$ cat config.mk
export PLATFORM = sky130hd
export DESIGN_NAME = uart_tx_serializer
export DESIGN_NICKNAME = d
export VERILOG_FILES = /design/src/rtl/uart_tx_serializer.sv
export SDC_FILE = /design/constraint.sdc
export NUM_CORES = 1
export LEC_CHECK = 0
export ABC_AREA = 1
export BUFFER_PORTS_ARGS = -buffer_cell sky130_fd_sc_hd__buf_2
export CORE_ASPECT_RATIO = 0.75
export CORE_MARGIN = 1
export CORE_UTILIZATION = 55
export CTS_CLUSTER_DIAMETER = 60
export DETAILED_ROUTE_END_ITERATION = 8
export GPL_TIMING_DRIVEN = 0
export PLACE_DENSITY = 0.83
export SLEW_MARGIN = 20
export SYNTH_ARGS = -nofsm -noshare
export SYNTH_HDL_FRONTEND = slang
export SYNTH_SLANG_ARGS = --single-unit
$ cat constraint.sdc
create_clock -name clk -period 3 [get_ports clk]
set_clock_uncertainty 0.1 [all_clocks]
set_input_delay 0.6 -clock clk [delete_from_list [all_inputs] [get_ports clk]]
set_output_delay 0.6 -clock clk [all_outputs]
set_load 0.05 [all_outputs]
$ cat src/rtl/uart_tx_serializer.sv
// uart_tx_serializer
//   Read end of the 8051 UART transmit path. Pops one byte at a time from the
//   TX FIFO read port and shifts it out on tx as an asynchronous frame:
//   start bit, DATA_WIDTH data bits LSB-first, optional parity bit, stop bit(s).
//   Optional feature macro: UART_TX_PARITY_EN (inserts an even/odd parity bit,
//   selected by parity_odd). Without it parity_odd is accepted and ignored.
//   fifo_rd_en is decoded from the registered FSM state and the FIFO status in
//   the IDLE cycle itself, so that the popped byte is on fifo_rd_data during
//   FETCH and the start bit follows two clocks after the pop strobe.
module uart_tx_serializer #(
   parameter int DATA_WIDTH  = 8,
   parameter int CLK_PER_BIT = 16,
   parameter int STOP_BITS   = 1
) (
   input  logic                  clk,
   input  logic                  rst_n,
   input  logic                  tx_en,
   input  logic                  fifo_empty,
   output logic                  fifo_rd_en,
   input  logic [DATA_WIDTH-1:0] fifo_rd_data,
   input  logic                  parity_odd,
   output logic                  tx,
   output logic                  busy,
   output logic                  tx_done
);

   localparam int BAUD_W = $clog2(CLK_PER_BIT);
   localparam int BIT_W  = $clog2(DATA_WIDTH);

   localparam logic [BAUD_W-1:0] BAUD_LAST = BAUD_W'(CLK_PER_BIT - 1);
   localparam logic [BAUD_W-1:0] BAUD_PRE  = BAUD_W'(CLK_PER_BIT - 2);
   localparam logic [BAUD_W-1:0] BAUD_ONE  = BAUD_W'(1'b1);
   localparam logic [BIT_W-1:0]  BIT_LAST  = BIT_W'(DATA_WIDTH - 1);
   localparam logic [BIT_W-1:0]  STOP_LAST = BIT_W'(STOP_BITS - 1);
   localparam logic [BIT_W-1:0]  BIT_ONE   = BIT_W'(1'b1);

   typedef enum logic [2:0] {
      ST_IDLE   = 3'd0,
      ST_FETCH  = 3'd1,
      ST_START  = 3'd2,
      ST_DATA   = 3'd3,
`ifdef UART_TX_PARITY_EN
      ST_PARITY = 3'd5,
`endif
      ST_STOP   = 3'd4
   } state_t;

`ifdef UART_TX_PARITY_EN
   // Even-parity reduction of a data word (1 when the number of ones is odd)
   function automatic logic calc_parity(input logic [DATA_WIDTH-1:0] data);
      return ^data;
   endfunction
   logic                  par_r;
`else
   logic                  unused_parity_s;
   assign unused_parity_s = parity_odd;
`endif

   state_t                state_r;
   logic                  run_r;
   logic [DATA_WIDTH-1:0] shift_r;
   logic [BAUD_W-1:0]     baud_cnt_r;
   logic [BIT_W-1:0]      bit_cnt_r;
   logic                  tx_r;
   logic                  busy_r;
   logic                  tx_done_r;
   logic                  pop_s;

   // Pop only from IDLE, never while empty and never while held in reset
   assign pop_s      = (state_r == ST_IDLE) && run_r && tx_en && !fifo_empty;
   assign fifo_rd_en = pop_s;
   assign tx         = tx_r;
   assign busy       = busy_r;
   assign tx_done    = tx_done_r;

   // Run flag: keeps the pop strobe low while rst_n is asserted
   always_ff @(posedge clk or negedge rst_n) begin
      if (!rst_n) begin
         run_r <= 1'b0;
      end else begin
         run_r <= 1'b1;
      end
   end

   // Frame sequencer: state, baud/bit counters, shift register and registered outputs
   always_ff @(posedge clk or negedge rst_n) begin
      if (!rst_n) begin
         state_r    <= ST_IDLE;
         shift_r    <= '0;
         baud_cnt_r <= '0;
         bit_cnt_r  <= '0;
         tx_r       <= 1'b1;
         busy_r     <= 1'b0;
         tx_done_r  <= 1'b0;
`ifdef UART_TX_PARITY_EN
         par_r      <= 1'b0;
`endif
      end else begin
         tx_done_r <= 1'b0;
         case (state_r)
            ST_IDLE: begin
               tx_r       <= 1'b1;
               baud_cnt_r <= '0;
               bit_cnt_r  <= '0;
               if (pop_s) begin
                  state_r <= ST_FETCH;
                  busy_r  <= 1'b1;
               end else begin
                  busy_r  <= 1'b0;
               end
            end
            ST_FETCH: begin
               shift_r    <= fifo_rd_data;
`ifdef UART_TX_PARITY_EN
               par_r      <= calc_parity(fifo_rd_data);
`endif
               baud_cnt_r <= '0;
               bit_cnt_r  <= '0;
               tx_r       <= 1'b0;
               state_r    <= ST_START;
            end
            ST_START: begin
               if (baud_cnt_r == BAUD_LAST) begin
                  baud_cnt_r <= '0;
                  tx_r       <= shift_r[0];
                  state_r    <= ST_DATA;
               end else begin
                  baud_cnt_r <= baud_cnt_r + BAUD_ONE;
               end
            end
            ST_DATA: begin
               if (baud_cnt_r == BAUD_LAST) begin
                  baud_cnt_r <= '0;
                  if (bit_cnt_r == BIT_LAST) begin
                     bit_cnt_r <= '0;
`ifdef UART_TX_PARITY_EN
                     tx_r      <= par_r ^ parity_odd;
                     state_r   <= ST_PARITY;
`else
                     tx_r      <= 1'b1;
                     state_r   <= ST_STOP;
`endif
                  end else begin
                     bit_cnt_r <= bit_cnt_r + BIT_ONE;
                     shift_r   <= {1'b0, shift_r[DATA_WIDTH-1:1]};
                     tx_r      <= shift_r[1];
                  end
               end else begin
                  baud_cnt_r <= baud_cnt_r + BAUD_ONE;
               end
            end
`ifdef UART_TX_PARITY_EN
            ST_PARITY: begin
               if (baud_cnt_r == BAUD_LAST) begin
                  baud_cnt_r <= '0;
                  tx_r       <= 1'b1;
                  state_r    <= ST_STOP;
               end else begin
                  baud_cnt_r <= baud_cnt_r + BAUD_ONE;
               end
            end
`endif
            ST_STOP: begin
               tx_r <= 1'b1;
               // Flag the upcoming cycle when it is the last one of the final stop bit
               tx_done_r <= (baud_cnt_r == BAUD_PRE) && (bit_cnt_r == STOP_LAST);
               if (baud_cnt_r == BAUD_LAST) begin
                  baud_cnt_r <= '0;
                  if (bit_cnt_r == STOP_LAST) begin
                     bit_cnt_r <= '0;
                     busy_r    <= 1'b0;
                     state_r   <= ST_IDLE;
                  end else begin
                     bit_cnt_r <= bit_cnt_r + BIT_ONE;
                  end
               end else begin
                  baud_cnt_r <= baud_cnt_r + BAUD_ONE;
               end
            end
            default: begin
               state_r    <= ST_IDLE;
               baud_cnt_r <= '0;
               bit_cnt_r  <= '0;
               tx_r       <= 1'b1;
               busy_r     <= 1'b0;
            end
         endcase
      end
   end

endmodule
-- Yosys cells after proc, flatten, opt, wreduce, memory -nomap -nowiden
Cells that the tools add are included.
- add/subtract/negate cells: 2
- equality and inequality tests: 14
- multiplexer cells: 26
- bitwise gates (word level): 2
- reductions and logical operators: 15
- operators by type and width (operator ; count):
    $mux W3 ; 10
    $mux W8 ; 2
    $pmux W8 S2 ; 1
    $pmux W3 S5 ; 1
    $ne A2 B2 Y1 const B ; 7
    $pmux W3 S3 ; 1
    $reduce_and A3 Y1 ; 3
    $eq A4 B4 Y1 const B ; 2
    $mux W4 ; 2
    $mux W1 ; 7
    $eq A3 B2 Y1 const B ; 2
    $eq A3 B3 Y1 const B ; 2
    $logic_not A3 Y1 ; 2
    $pmux W1 S3 ; 2
    $reduce_and A6 Y1 ; 1
    $reduce_or A3 Y1 ; 2
    $add A4 B1 Y4 const B ; 1
    $logic_and A1 B1 Y1 ; 4
    $add A3 B1 Y3 const B ; 1
    $eq A3 B1 Y1 const B ; 1
    $not A1 Y1 ; 2
    $reduce_and A2 Y1 ; 1
    $reduce_bool A2 Y1 ; 1
    $logic_not A1 Y1 ; 1
- register bits after elaboration: 22
- bits of input ports: 13
- output and inout bits: 4
- word-level logic and storage cells: 67

-- Logic depth before layout (Yosys ltp)
- word-level depth: 6
- gate-level depth with buffers: 8
- depth with buffers taken out: 8

-- Least setup slack after synthesis
OpenSTA, ideal clock, no wires.
- kind: register -> output
- from: register state_r[2]
- to: output port fifo_rd_en
- arrival: 1.442 ns
- required time: 2.300 ns
- slack: 0.858 ns
- cell stages (with the launch flop): 5
- path buffers: 1
- cell sequence: dfrtp_1 -> buf_6 -> nor2_1 -> nand2_1 -> nor2_1
- longest elaborated chain between the ends: 4
- ends and longest elaborated chain (what ; RTL line ; text):
    from (decl) ; 59 ; state_t state_r;
    from (signal assigned) ; 88 ; state_r <= ST_IDLE;
    from (signal assigned) ; 106 ; state_r <= ST_FETCH;
    from (signal assigned) ; 120 ; state_r <= ST_START;
    $logic_not A3 Y1 ; 70 ; assign pop_s = (state_r == ST_IDLE) && run_r && tx_en && !fifo_empty;
    $logic_and A1 B1 Y1 (3 in series) ; 70 ;
    to (decl) ; 19 ; output logic fifo_rd_en,
Every way passes these cells.

-- Final worst setup path
Same ends and word-level chain as after synthesis.

==> summary.md <==
| Metric | Value |
|---|---|
| Post-CTS sizing | 0 |
| CP Launch Point | state_r[2]$_DFFE_PN0P_ |
| Unrepaired setup endpoints after global routing | false |
| DR WL/cell | 11.5 microns |
| Final nets | 195 |
| Clk sinks | 22 |
| Crit path top cell by count | nor2_1 |
| Mapped Area | 1240 sq um |
| Die W | 56.8 microns |
| Logic pwr share | 54.8% |
| Pre-antenna DRT Iters | 6 |
| Grt total ovfl | 0 |
| H-tree depth | 1 |
| Hold Vio Cnt, Final | 0 |
| DRT iter0 DRCs | 58 |
| Synthesis-to-finish area growth | 10.6% |
| Required @ worst endpoint | between 2 and 2.5 ns |
| # Post-CTS Setup Buffers | 0 |
| Setup TNS | 0 ns |
| Most common library cell in the layout ignoring fill and taps | nand2_1 |
| Worst Path Arrival | 1.58 ns |
| Worst R2R Path Depth | 8 |
| Placer Congestion | about 0.8 |
| Core region area | 2070 sq um |
| # Max-Cap Violations | 0 |
| # setup viols final | 0 |
| CTS tree | yes |
| Switching share of power | 46.9% |
| Worst-path clk slew | roughly 0.11 ns |
| Largest stage delay on the critical path | 0.39 ns |
| Clock root cell | clkbuf_4 |
| Crit end category | primary output |
| Hpwl dp | around 1.8 mm |
| Vias in the first global route | 935 |
| Max-slew violations | 0 |
| Gr usage total | 21.4% |
| Critical Path Start Type | register |
| # port buffers | 15 |
| Initial antenna violation count | 0 |
| Sequential Power Share | a little over a third |
| First-pass GRT wire length | 3.93 mm |
| Synthesized area per cell | 7.88 sq um |
| Maximum clock insertion buffer count | 2 |
| Ys Warns | 0 |
| Clk_lat worst skew | 0.31 ns |
| Number of nets with antenna violations after routing | 0 |
| Cells after Synth | roughly 160 |
| Vias | roughly 1.0k |
| Clock buffer count from CTS | 3 |
| Largest net degree at the start of global routing | 23 |
| Maximum vdd drop | 0.000315 V |
| Seq cells post-synth | 22 |
| Distinct cells, synth | 20 |
| Achievable clock frequency | 439 MHz |
| Type of the most critical hold path | in2async |
| Top cells by area, synth | dfrtp_1, nand2_1, inv_1 |
| Pwr Density | 967 nW/um^2 |
| Die ar. | 2450 sq um |
| Tmin final | 2.28 ns |
| Worst-path cell chain | buf_6 -> nor2_1 -> nand2_1 -> nor2_1 -> buf_2 |
| NetSw | 0.621 mW |
| Leak | slightly below 0.8 nW |
| Final worst path period share | 75.9% |
| Synth area leader | dfrtp_1 |
| Ant diodes | 0 |
| Status | finished, violations left |
| Initial core utilization | between 50% and 60% |
| Syn_nets | 175 |
| Clock network power share | a little over a tenth |
| Row count | 14 |
| Die Ht | 43.1 microns |
| Max FO, Critical Path | 10 |
| Failing checks | design-rule violations |
| CP top delay family | simple AND/OR/NAND/NOR gates |
| Internal | about 0.7 mW |
| Crit Path Class | reg2out |
| Reg-to-reg startpoint | bit_cnt_r[0]$_DFFE_PN0P_ |
| I/O pins | 17 |
| Final Total Pwr | 1.32 mW |
| Slowest cell on crit path | dfrtp_1 |
| Share of cells above drive strength 1 | about a fifth |
| DRC | 2 |
| CTS hold repair buffers | 0 |
| Post-synth top area share | 42.5% |
| WP depth | 5 |
| Final WL | 2.30 mm |
| Sequential element share of the synthesized area | 44.6% |
| Most frequent cells in the layout | nand2_1, inv_1, dfrtp_1 |
| Via density | 5.18 |
| CP Buf/Inv Count | 2 |
-- metal layers --
layer	up-vias	part of all wire, %	wire [microns]	global-route usage [%]
met5	-	0	0	0
met4	0	0.35	8	6.83
met3	2	4.8	110	5.49
met2	28	46	1060	33.8
met1	477	48	1110	29.0
li1	529	-	-	-
-- cell type report --
| type | count | area [sq um] |
|---|---|---|
| plain buffers | 3 | 33.8 |
| well taps | 24 | 30.0 |
| fillers | 182 | 698 |
| flip-flops and latches | 22 | 552 |
| multi-input cells | 108 | 562 |
| inverters | 24 | 90.1 |
| clock buffers | 4 | 26.3 |
| repair buffers | 15 | 75.1 |
-- flip-flops by register name, summed over array words and instances (netlist names) --
register and cells:
run_r 1, busy 1, bit_cnt_r 3, state_r 3
baud_cnt_r 4, tx 1, shift_r 8, tx_done 1
-- cells in the mapped netlist (all sizes together) --
cell type and number:
o21bai 3, ha 5, nand3 16, nor3 4, buf 3, inv 24, xor2 1, nand2 44
dfstp 1, conb 1, nor3b 1, dfrtp 21, o21ai 18, nor2 15
-- cells by family after synthesis --
family | after synthesis | share of synthesized area (%)
AOI/OAI and AO/OA | 21 | 10.9
xor gates and xnor gates | 1 | 0.708
adders and majority gates | 5 | 5.06
buffers and inverters | 27 | 10.0
DFF | 22 | 44.6
other | 1 | 0.303
and+or+nand+nor | 80 | 28.4
-- power groups by stage --
stage                     registers [mW]  clock network [mW]  logic (mW)
after floorplan                    0.495                   0       0.539
after global placement             0.461                   0       0.689
after detailed placement           0.468                   0       0.721
after CTS                          0.461               0.141       0.725
after global routing               0.471               0.151       0.819
final                              0.460               0.138       0.726
-- path summary, 6_finish.rpt --
kind / slack, ns / end
worst max-delay path: 0.72 / fifo_rd_en
worst min-delay path: 0.13 / run_r$_DFF_PN0_
worst max register to register: 1.43 / shift_r[2]$_DFFE_PN0P_
worst min register to register: 0.40 / shift_r[0]$_DFFE_PN0P_
max in group asynchronous: 2.31 / tx$_DFFE_PN1P_
min in group clk: 0.40 / shift_r[0]$_DFFE_PN0P_
-- metrics by stage --
step	area [sq um]	util, %	instances	hold WS [ns]	setup slack (ns)
2_1_floorplan	1240	-	157	0.204	0.858
3_3_place_gp	1340	65.0	196	0.364	1.04
3_5_place_dp	1340	65.0	196	0.374	1.01
4_1_cts	1370	66.2	200	0.142	0.736
5_1_grt	1370	66.2	200	0.175	0.644
6_report	1370	66.2	200	0.135	0.723
Power figures use the tool's default switching activity.
